<file path="config.mk">
export PLATFORM = sky130hd
export DESIGN_NAME = cpu_controller
export DESIGN_NICKNAME = d
export VERILOG_FILES = /design/src/rtl/cpu_pkg.sv /design/src/rtl/instr_decoder.sv /design/src/rtl/cpu_controller.sv
export SDC_FILE = /design/constraint.sdc
export NUM_CORES = 1
export LEC_CHECK = 0
export BUFFER_PORTS_ARGS = -buffer_cell sky130_fd_sc_hd__buf_2
export CAP_MARGIN = 15
export CORE_UTILIZATION = 43
export DETAILED_ROUTE_END_ITERATION = 8
export PLACE_DENSITY = 0.8
export SLEW_MARGIN = 15
export SYNTH_ARGS = -nofsm -noshare
export SYNTH_HDL_FRONTEND = slang
export SYNTH_SLANG_ARGS = --single-unit
</file>
<file path="constraint.sdc">
create_clock -name clk -period 1.8 [get_ports clk]
set_clock_uncertainty 0.15 [all_clocks]
set_input_delay 0 -clock clk [delete_from_list [all_inputs] [get_ports clk]]
set_output_delay 0 -clock clk [all_outputs]
set_load 0.01 [all_outputs]
</file>
<file path="src/rtl/cpu_pkg.sv">
// cpu_pkg: shared types and encodings for the CPU controller and datapath.
// Holds controller states, instruction classes, opcode/op and vsel codes.
package cpu_pkg;

  typedef enum logic [2:0] {
    S_WAIT,
    S_DECODE,
    S_WRITE_IMM,
    S_GET_A,
    S_GET_B,
    S_ALU,
    S_WRITE_REG
  } state_t;

  typedef enum logic [2:0] {
    IC_NOP,
    IC_MOV_IMM,
    IC_MOV_REG,
    IC_ADD,
    IC_CMP,
    IC_AND,
    IC_MVN
  } iclass_t;

  localparam logic [2:0] OPC_MOV = 3'b110;
  localparam logic [2:0] OPC_ALU = 3'b101;

  localparam logic [1:0] OP_MOV_IMM = 2'b10;
  localparam logic [1:0] OP_MOV_REG = 2'b00;
  localparam logic [1:0] OP_ADD     = 2'b00;
  localparam logic [1:0] OP_CMP     = 2'b01;
  localparam logic [1:0] OP_AND     = 2'b10;
  localparam logic [1:0] OP_MVN     = 2'b11;

  localparam logic [1:0] VSEL_C     = 2'b00;
  localparam logic [1:0] VSEL_PC    = 2'b01;
  localparam logic [1:0] VSEL_IMM   = 2'b10;
  localparam logic [1:0] VSEL_MDATA = 2'b11;

endpackage

</file>
<file path="src/rtl/instr_decoder.sv">
// instr_decoder: combinational split of the IR into fields and a class.
// ir in; iclass, rn/rd/rm, sh, alu_op, sximm8/sximm5 out.
module instr_decoder
  import cpu_pkg::*;
(
  input  logic [15:0] ir,
  output iclass_t     iclass,
  output logic [2:0]  rn,
  output logic [2:0]  rd,
  output logic [2:0]  rm,
  output logic [1:0]  sh,
  output logic [1:0]  alu_op,
  output logic [15:0] sximm8,
  output logic [15:0] sximm5
);

  logic [2:0] opcode;
  logic [1:0] op;

  assign opcode = ir[15:13];
  assign op     = ir[12:11];
  assign rn     = ir[10:8];
  assign rd     = ir[7:5];
  assign sh     = ir[4:3];
  assign rm     = ir[2:0];

  assign alu_op = (opcode == OPC_ALU) ? op : 2'b00;
  assign sximm8 = {{8{ir[7]}}, ir[7:0]};
  assign sximm5 = {{11{ir[4]}}, ir[4:0]};

  always_comb begin
    iclass = IC_NOP;
    unique case (1'b1)
      (opcode == OPC_MOV && op == OP_MOV_IMM): iclass = IC_MOV_IMM;
      (opcode == OPC_MOV && op == OP_MOV_REG): iclass = IC_MOV_REG;
      (opcode == OPC_ALU && op == OP_ADD):     iclass = IC_ADD;
      (opcode == OPC_ALU && op == OP_CMP):     iclass = IC_CMP;
      (opcode == OPC_ALU && op == OP_AND):     iclass = IC_AND;
      (opcode == OPC_ALU && op == OP_MVN):     iclass = IC_MVN;
      default:                                 iclass = IC_NOP;
    endcase
  end

endmodule

</file>
<file path="src/rtl/cpu_controller.sv">
// cpu_controller: instruction register and Moore FSM for the datapath.
// in/load/s in; w, vsel, load strobes, selects, fields, immediates out.
module cpu_controller
  import cpu_pkg::*;
(
  input  logic        clk,
  input  logic        rst_n,
  input  logic [15:0] in,
  input  logic        load,
  input  logic        s,
  output logic        w,
  output logic [1:0]  vsel,
  output logic        loada,
  output logic        loadb,
  output logic        loadc,
  output logic        loads,
  output logic        write,
  output logic        asel,
  output logic        bsel,
  output logic [1:0]  shift,
  output logic [1:0]  ALUop,
  output logic [2:0]  readnum,
  output logic [2:0]  writenum,
  output logic [15:0] sximm8,
  output logic [15:0] sximm5
);

  state_t      state;
  state_t      state_n;
  logic [15:0] ir;
  iclass_t     iclass;
  logic [2:0]  rn;
  logic [2:0]  rd;
  logic [2:0]  rm;

  instr_decoder u_dec (
    .ir     (ir),
    .iclass (iclass),
    .rn     (rn),
    .rd     (rd),
    .rm     (rm),
    .sh     (shift),
    .alu_op (ALUop),
    .sximm8 (sximm8),
    .sximm5 (sximm5)
  );

  always_comb begin
    state_n = state;
    unique case (state)
      S_WAIT: if (s) state_n = S_DECODE;
      S_DECODE: begin
        unique case (1'b1)
          (iclass == IC_MOV_IMM):
            state_n = S_WRITE_IMM;
          (iclass == IC_ADD ||
           iclass == IC_CMP ||
           iclass == IC_AND):
            state_n = S_GET_A;
          (iclass == IC_MOV_REG ||
           iclass == IC_MVN):
            state_n = S_GET_B;
          default:
            state_n = S_WAIT;
        endcase
      end
      S_GET_A: state_n = S_GET_B;
      S_GET_B: state_n = S_ALU;
      S_ALU:
        state_n = (iclass == IC_CMP) ? S_WAIT : S_WRITE_REG;
      default: state_n = S_WAIT;
    endcase
  end

  // The IR is only writable while idle so a busy instruction
  // always sees stable fields.
  always_ff @(posedge clk or negedge rst_n) begin
    if (!rst_n) begin
      state <= S_WAIT;
      ir    <= '0;
    end else begin
      state <= state_n;
      if (load && state == S_WAIT) ir <= in;
    end
  end

  assign readnum  = (state == S_GET_A) ? rn : rm;
  assign writenum = (state == S_WRITE_IMM) ? rn : rd;

  always_comb begin
    w     = 1'b0;
    vsel  = VSEL_C;
    loada = 1'b0;
    loadb = 1'b0;
    loadc = 1'b0;
    loads = 1'b0;
    write = 1'b0;
    asel  = 1'b0;
    bsel  = 1'b0;
    unique case (state)
      S_WAIT: w = 1'b1;
      S_WRITE_IMM: begin
        vsel  = VSEL_IMM;
        write = 1'b1;
      end
      S_GET_A: loada = 1'b1;
      S_GET_B: loadb = 1'b1;
      S_ALU: begin
        loadc = 1'b1;
        loads = (iclass == IC_CMP);
        // MOV reg passes B through the ALU as 0 + B
        asel  = (iclass == IC_MOV_REG);
      end
      S_WRITE_REG: write = 1'b1;
      default: ;
    endcase
  end

endmodule

</file>
==> flow_metrics.tcl, run 1 <==
set metrics [dict create \
    swShare_pct 41.2 \
    worstPathMaxFanout 8 \
    r2r_end "ir[3]" \
    layout-drive-gt1-share_pct 61.6 \
    fillers 213 \
    fin_setup_tns_ns 0 \
    worstSetupPathType "reg -> out" \
    reg2reg_slack_ns 0.07 \
    synth_common_cells "buf_4 (38), mux2_2 (22), dfrtp_1 (19), inv_1 (3), nand2_1 (3)" \
    p_comb_share_pct 61.9 \
    gp_congestion 0.774 \
    port_buffers 69 \
    cp-end-kind "primary output" \
    seqCellArea_um2 475 \
    cp-start-kind "register" \
    cts_tree "built" \
    synth_top_cell_area_share_pct 37.9 \
    violations "hold timing" \
    cts-root-buf "clkbuf_4" \
    path_clk_slew_ns 0.12 \
    routed_wl_mm 2.77 \
    area_delta_synth_final_pct 32.7 \
    startpoint "state[0]" \
    overflow 0 \
    antenna_found_initial 0 \
    die_w_um 56.0 \
    clk_path_buf_depth 2 \
    grt_setup_unrepaired "true" \
    seq_area_frac_synth_pct 37.9 \
    cts_buffers 3 \
    max_freq_mhz 561 \
    clock_latency_ns 0.30 \
    synth.yosys.warnings 0 \
    min_path_type "in -> async" \
    diodes 0 \
    viasPerCell 4.81 \
    synth.most_common_cell "buf_4" \
    nets 198 \
    synthTopCellsByArea "dfrtp_1 (38%), buf_4 (23%), mux2_2 (20%), buf_6 (1.8%), nand4b_1 (1.4%)" \
    synthArstFlopShare_pct 100 \
    drv_cap 0 \
    setup_viol 0 \
    grt_usage_pct 17.9 \
    grt_max_degree 20 \
    rr_startpoint "state[2]" \
    min_period_ns 1.78 \
    pwr-share-seq_pct 30.3 \
    place_hpwl_mm 1.90 \
    synth_edf_count 0 \
    ys_types 28 \
    core_um2 2760 \
    finish.utilization_pct 60.3 \
    num_rows 19 \
    cp_data_arrival_time_ns 1.63 \
    ant_nets 0 \
    internal-power_mw 1.71 \
    reg2regPathDepth 5 \
    drtIter0Drc 14 \
    outcome "complete, but fails checks" \
    p_total_mw 2.91 \
    multi_input_area_um2 482 \
    holdWs_ns -0.00891 \
    postSynthCellCount 115 \
    cts_sinks 19 \
    finalHoldViolCount 9 \
    crit_chain "buf_4 -> nand3b_1 -> mux2_2 -> buf_2" \
    grt_pass1_vias 906 \
    final_max_slew_viol_count 0 \
    powerDensity_nw_per_um2 1750 \
    grt_pass1_wl_mm 4.24 \
    start_util_pct 45.5 \
    p_clk_share_pct 7.7 \
    vias 1000 \
    dr.pass1.iters 4 \
    ir_drop_uv 1410 \
    fin_crit_sh_pct 99.0 \
    drc 0 \
    netlist_area_um2 1250 \
    ys_ff_latch 19 \
    slowest_stage "dfrtp_1" \
    cts.htree.levels 1 \
    boundaryPins 72 \
    synth_ff_type "dfrtp_1" \
    die_h_um 56.0 \
    route.detailed.wl_per_inst_um 13.3 \
    critPathRequiredTime_ns 1.65 \
    die-area_um2 3140 \
    slowest_delay_ns 0.42 \
    post-synth-top-area-cell "dfrtp_1" \
    p_sw_mw 1.20 \
    avgSynthCellArea_um2 10.9 \
    cellLeakagePower_nw 0.864 \
]
[how the worst max path moves through the flow]
stage	to	slack (ns)	cells past startpoint
4_1_cts	writenum[0]	0.01	5
2_1_floorplan	ir[10]	0.05	6
6_report	readnum[1]	0.02	4
3_5_place_dp	ir[15]	0.22	4
3_3_place_gp	ir[13]	0.27	4
5_1_grt	readnum[1]	-0.04	4
[sequential cells by signal (all words and copies together), names as in the netlist]
name / flops
state: 3
ir: 16
[stage by stage]
| stage | cells | instance area, um2 | setup slack [ns] |
|---|---|---|---|
| 2_1_floorplan | 116 | 1260 | 0.0544 |
| 3_3_place_gp | 181 | 1380 | 0.266 |
| 3_5_place_dp | 181 | 1380 | 0.223 |
| 4_1_cts | 205 | 1610 | 0.0107 |
| 5_1_grt | 208 | 1660 | -0.0431 |
| 6_report | 208 | 1660 | 0.0185 |
[routing by layer]
metal / part of all wire, % / vias up / track usage [%]
met5: 0 / - / 0
met3: 6.1 / 2 / 3.02
li1: - / 478 / -
met4: 0.61 / 0 / 8.36
met1: 36 / 473 / 18.5
met2: 57 / 47 / 34.4
[what timing repair did]
item,in CTS,in global routing
hold endpoints to repair,36,0
buffers inserted,2,3
pin swaps,0,1
gates resized for setup,2,7
cloned,0,0
hold buffers,18,0
endpoints found under the setup margin,6,7
[critical path, delay by kind of cell, from the launching register on]
| family | cells | cell delay (ns) |
|---|---|---|
| flops | 1 | 0.42 |
| mux | 1 | 0.37 |
| buf+inv | 2 | 0.31 |
| simple gates | 1 | 0.23 |
[cell usage in the layout, fill, tap and decap left out, types with 3 or more instances in the layout]
cell type / instances
buf_2: 66
mux2_2: 19
dfrtp_1: 19
dlygate4sd3_1: 18
buf_4: 10
buf_6: 4
nand2_1: 3
inv_1: 3
mux2_4: 3
clkbuf_4: 3
[cell type report]
type                       instances  area share [%]
tap                               31            2.33
multi-input combinational         53            28.9
clock buffer                       4            1.58
sequential                        19            28.6
timing repair buffer              98            37.9
inverter                           3           0.677
[power groups by stage]
stage	clock (mW)	combinational [mW]	sequential, mW
floorplan	0	1.53	0.834
global placement	0	1.56	0.864
detailed placement	0	1.59	0.890
CTS	0.223	1.66	0.881
global route	0.247	1.92	0.932
finish	0.225	1.80	0.884
[cell families after synthesis]
kind of cell | synth area share [%]
other cells | 0.299
flops | 37.9
compound gates | 3.19
simple gates | 11.6
xor+xnor | 0.699
mux | 20.6
buf+inv | 25.7
(Power assumes the default switching activity.)
==> run 2, diff against run 1 <==
--- a/config.mk
+++ b/config.mk
@@ -7,10 +7,11 @@
 export LEC_CHECK = 0
 export BUFFER_PORTS_ARGS = -buffer_cell sky130_fd_sc_hd__buf_2
 export CAP_MARGIN = 15
-export CORE_UTILIZATION = 43
+export CORE_UTILIZATION = 46
 export DETAILED_ROUTE_END_ITERATION = 8
-export PLACE_DENSITY = 0.8
+export PLACE_DENSITY = 0.81
 export SLEW_MARGIN = 15
 export SYNTH_ARGS = -nofsm -noshare
 export SYNTH_HDL_FRONTEND = slang
+export SYNTH_HIERARCHICAL = 1
 export SYNTH_SLANG_ARGS = --single-unit
==> flow_metrics.tcl, run 2 <==
set metrics [dict create \
    layout-drive-gt1-share_pct 66.8 \
    postSynthCellCount 132 \
    port_buffers 69 \
    area_delta_synth_final_pct 22.7 \
    gp_congestion 0.785 \
    synth_compound_area_share_pct 4.45 \
    setup_viol 2 \
    cts-root-buf "clkbuf_4" \
    grt_max_degree 20 \
    synth_ff_type "dfrtp_1" \
    dp_slack_ns 0.0939 \
    cts_buffers 3 \
    most-common-layout-cells "buf_2 (69), dlygate4sd3_1 (18), mux2_2 (14), dfrtp_1 (13), buf_4 (11)" \
    internal-power_mw 1.82 \
    cts.htree.levels 1 \
    p_clk_share_pct 6.8 \
    die-area_um2 3350 \
    netlist_area_um2 1440 \
    viasPerCell 4.92 \
    drc 7 \
    grt_usage_pct 17.7 \
    max_freq_mhz 524 \
    synth_top_family_by_area "buffers and inverters" \
    cp_data_arrival_time_ns 1.76 \
    worstPathMaxFanout 4 \
    ir_drop_uv 731 \
    critPathRequiredTime_ns 1.65 \
    reg_top3 "ir: 16 flops, state: 3 flops" \
    synth_top_cell_area_share_pct 33.1 \
    ant_nets 0 \
    clk_path_buf_depth 2 \
    die_w_um 57.9 \
    die_h_um 57.9 \
    antenna_found_initial 0 \
    start_util_pct 50.3 \
    dr.pass1.iters 6 \
    cp-end-kind "primary output" \
    post-synth-top-area-cell "dfrtp_1" \
    grt_pass1_vias 924 \
    avgSynthCellArea_um2 10.9 \
    synth.most_common_cell "buf_4" \
    ys_ff_latch 19 \
    layout_commonest_cell "buf_2" \
    grt_setup_unrepaired "true" \
    place_hpwl_mm 1.89 \
    boundaryPins 72 \
    cts_tree "built" \
    synth_simple_gate_area_share_pct 10.9 \
    pwr-share-seq_pct 29.7 \
    finalHoldViolCount 0 \
    setup_ws_ns -0.109 \
    largest_reg_flops 16 \
    nets 205 \
    seq_area_frac_synth_pct 33.1 \
    diodes 0 \
    violations "DRC, setup timing" \
    crit_chain "nor4b_4 -> o2bb2ai_2 -> nor2b_4 -> nor3b_2 -> buf_2" \
    p_sw_mw 1.35 \
    cellLeakagePower_nw 0.918 \
    min_path_type "in -> async" \
    clock_latency_ns 0.30 \
    grt_pass1_wl_mm 4.40 \
    outcome "complete, but fails checks" \
    slowest_delay_ns 0.46 \
    p_comb_share_pct 63.6 \
    largest-register "ir" \
    synthArstFlopShare_pct 100 \
    synthXorXnorAreaFrac_pct 0.610 \
    min_period_ns 1.91 \
    synth_adder_area_share_pct 0 \
    swShare_pct 42.5 \
    cp-start-kind "register" \
    powerDensity_nw_per_um2 1800 \
    synth.yosys.warnings 6 \
    synth_common_cells "buf_4 (46), dfrtp_1 (19), mux2_2 (14), mux2_4 (10), nor2_1 (6)" \
    vias 1058 \
    slowest_stage "dfrtp_2" \
    route.detailed.wl_per_inst_um 14.0 \
    ys_types 29 \
    overflow 0 \
    drv_cap 0 \
    synthMuxAreaShare_pct 21.4 \
    worstSetupPathType "reg -> out" \
    num_rows 19 \
    p_total_mw 3.17 \
    synth_edf_count 0 \
    core_um2 2850 \
    routed_wl_mm 3.01 \
    synthTopCellsByArea "dfrtp_1 (33%), buf_4 (24%), mux2_2 (11%), mux2_4 (10%), buf_6 (1.6%)" \
    cts_sinks 19 \
    final_max_slew_viol_count 0 \
    fin_crit_sh_pct 106 \
    path_clk_slew_ns 0.11 \
    drtIter0Drc 21 \
]
run 2: layout make-up:
class                      instances  area, um2
clock buffer                       4       26.3
fill                             226       1090
inverter                           3       11.3
multi-input combinational         60        593
sequential                        19        483
tap                               31       38.8
timing repair buffer              98        608
run 2: worst paths after layout:
kind	startpoint	endpoint	slack [ns]	depth (start not counted)
min	rst_n	ir[14]	0.001	2
min reg2reg	ir[10]	ir[10]	0.40	1
min in group clk	load	ir[2]	0.11	3
max	ir[11]	asel	-0.11	5
max in group asynchronous	rst_n	state[0]	1.17	2
max reg2reg	ir[11]	state[0]	0.01	6
run 2: worst max-delay path, delay by kind of cell, from the launching register on:
kind            cells  cell delay, ns
compound gates      1            0.16
buf+inv             1            0.15
flops               1            0.46
simple gates        3            0.68
run 2: layer usage:
| metal | GRT usage [%] | part of all wire, % | vias up |
|---|---|---|---|
| met5 | 0 | 0 | - |
| met4 | 10.2 | 3.6 | 0 |
| met3 | 2.46 | 5.3 | 10 |
| met2 | 30.7 | 51 | 52 |
| met1 | 20.7 | 40 | 499 |
| li1 | - | - | 497 |
run 2: cell families (layout without fill, tap and decap cells):
kind of cell / after synthesis / in the layout
muxes: 24 / 24
AOI/OAI and AO/OA: 9 / 9
buffers and inverters: 54 / 105
xor gates and xnor gates: 1 / 1
and+or+nand+nor: 24 / 24
other: 1 / 2
DFF: 19 / 19
run 2: stage by stage:
stage	utilization, %	setup TNS (ns)	area, um2	std cells	hold WS (ns)
after floorplan	-	0	1440	133	-0.446
after global placement	50.1	0	1430	184	-0.199
after detailed placement	50.1	0	1430	184	-0.195
after CTS	58.7	-0.131	1670	208	0.00585
after global routing	61.7	-0.270	1760	215	0.0505
final	61.7	-0.154	1760	215	0.00133
run 2: repair_timing:
| item | in CTS | in global routing |
|---|---|---|
| endpoints found under the hold margin | 36 | 0 |
| buffers inserted | 2 | 7 |
| endpoints found under the setup margin | 8 | 9 |
| pin swaps | 1 | 4 |
| resized for setup | 7 | 10 |
| hold buffers | 18 | 0 |
run 2: power groups by stage:
| stage | clock network, mW | registers (mW) | logic (mW) |
|---|---|---|---|
| floorplan | 0 | 0.842 | 1.90 |
| global placement | 0 | 0.912 | 1.67 |
| detailed placement | 0 | 0.942 | 1.70 |
| CTS | 0.217 | 0.933 | 1.80 |
| global route | 0.243 | 0.983 | 2.17 |
| finish | 0.215 | 0.942 | 2.02 |
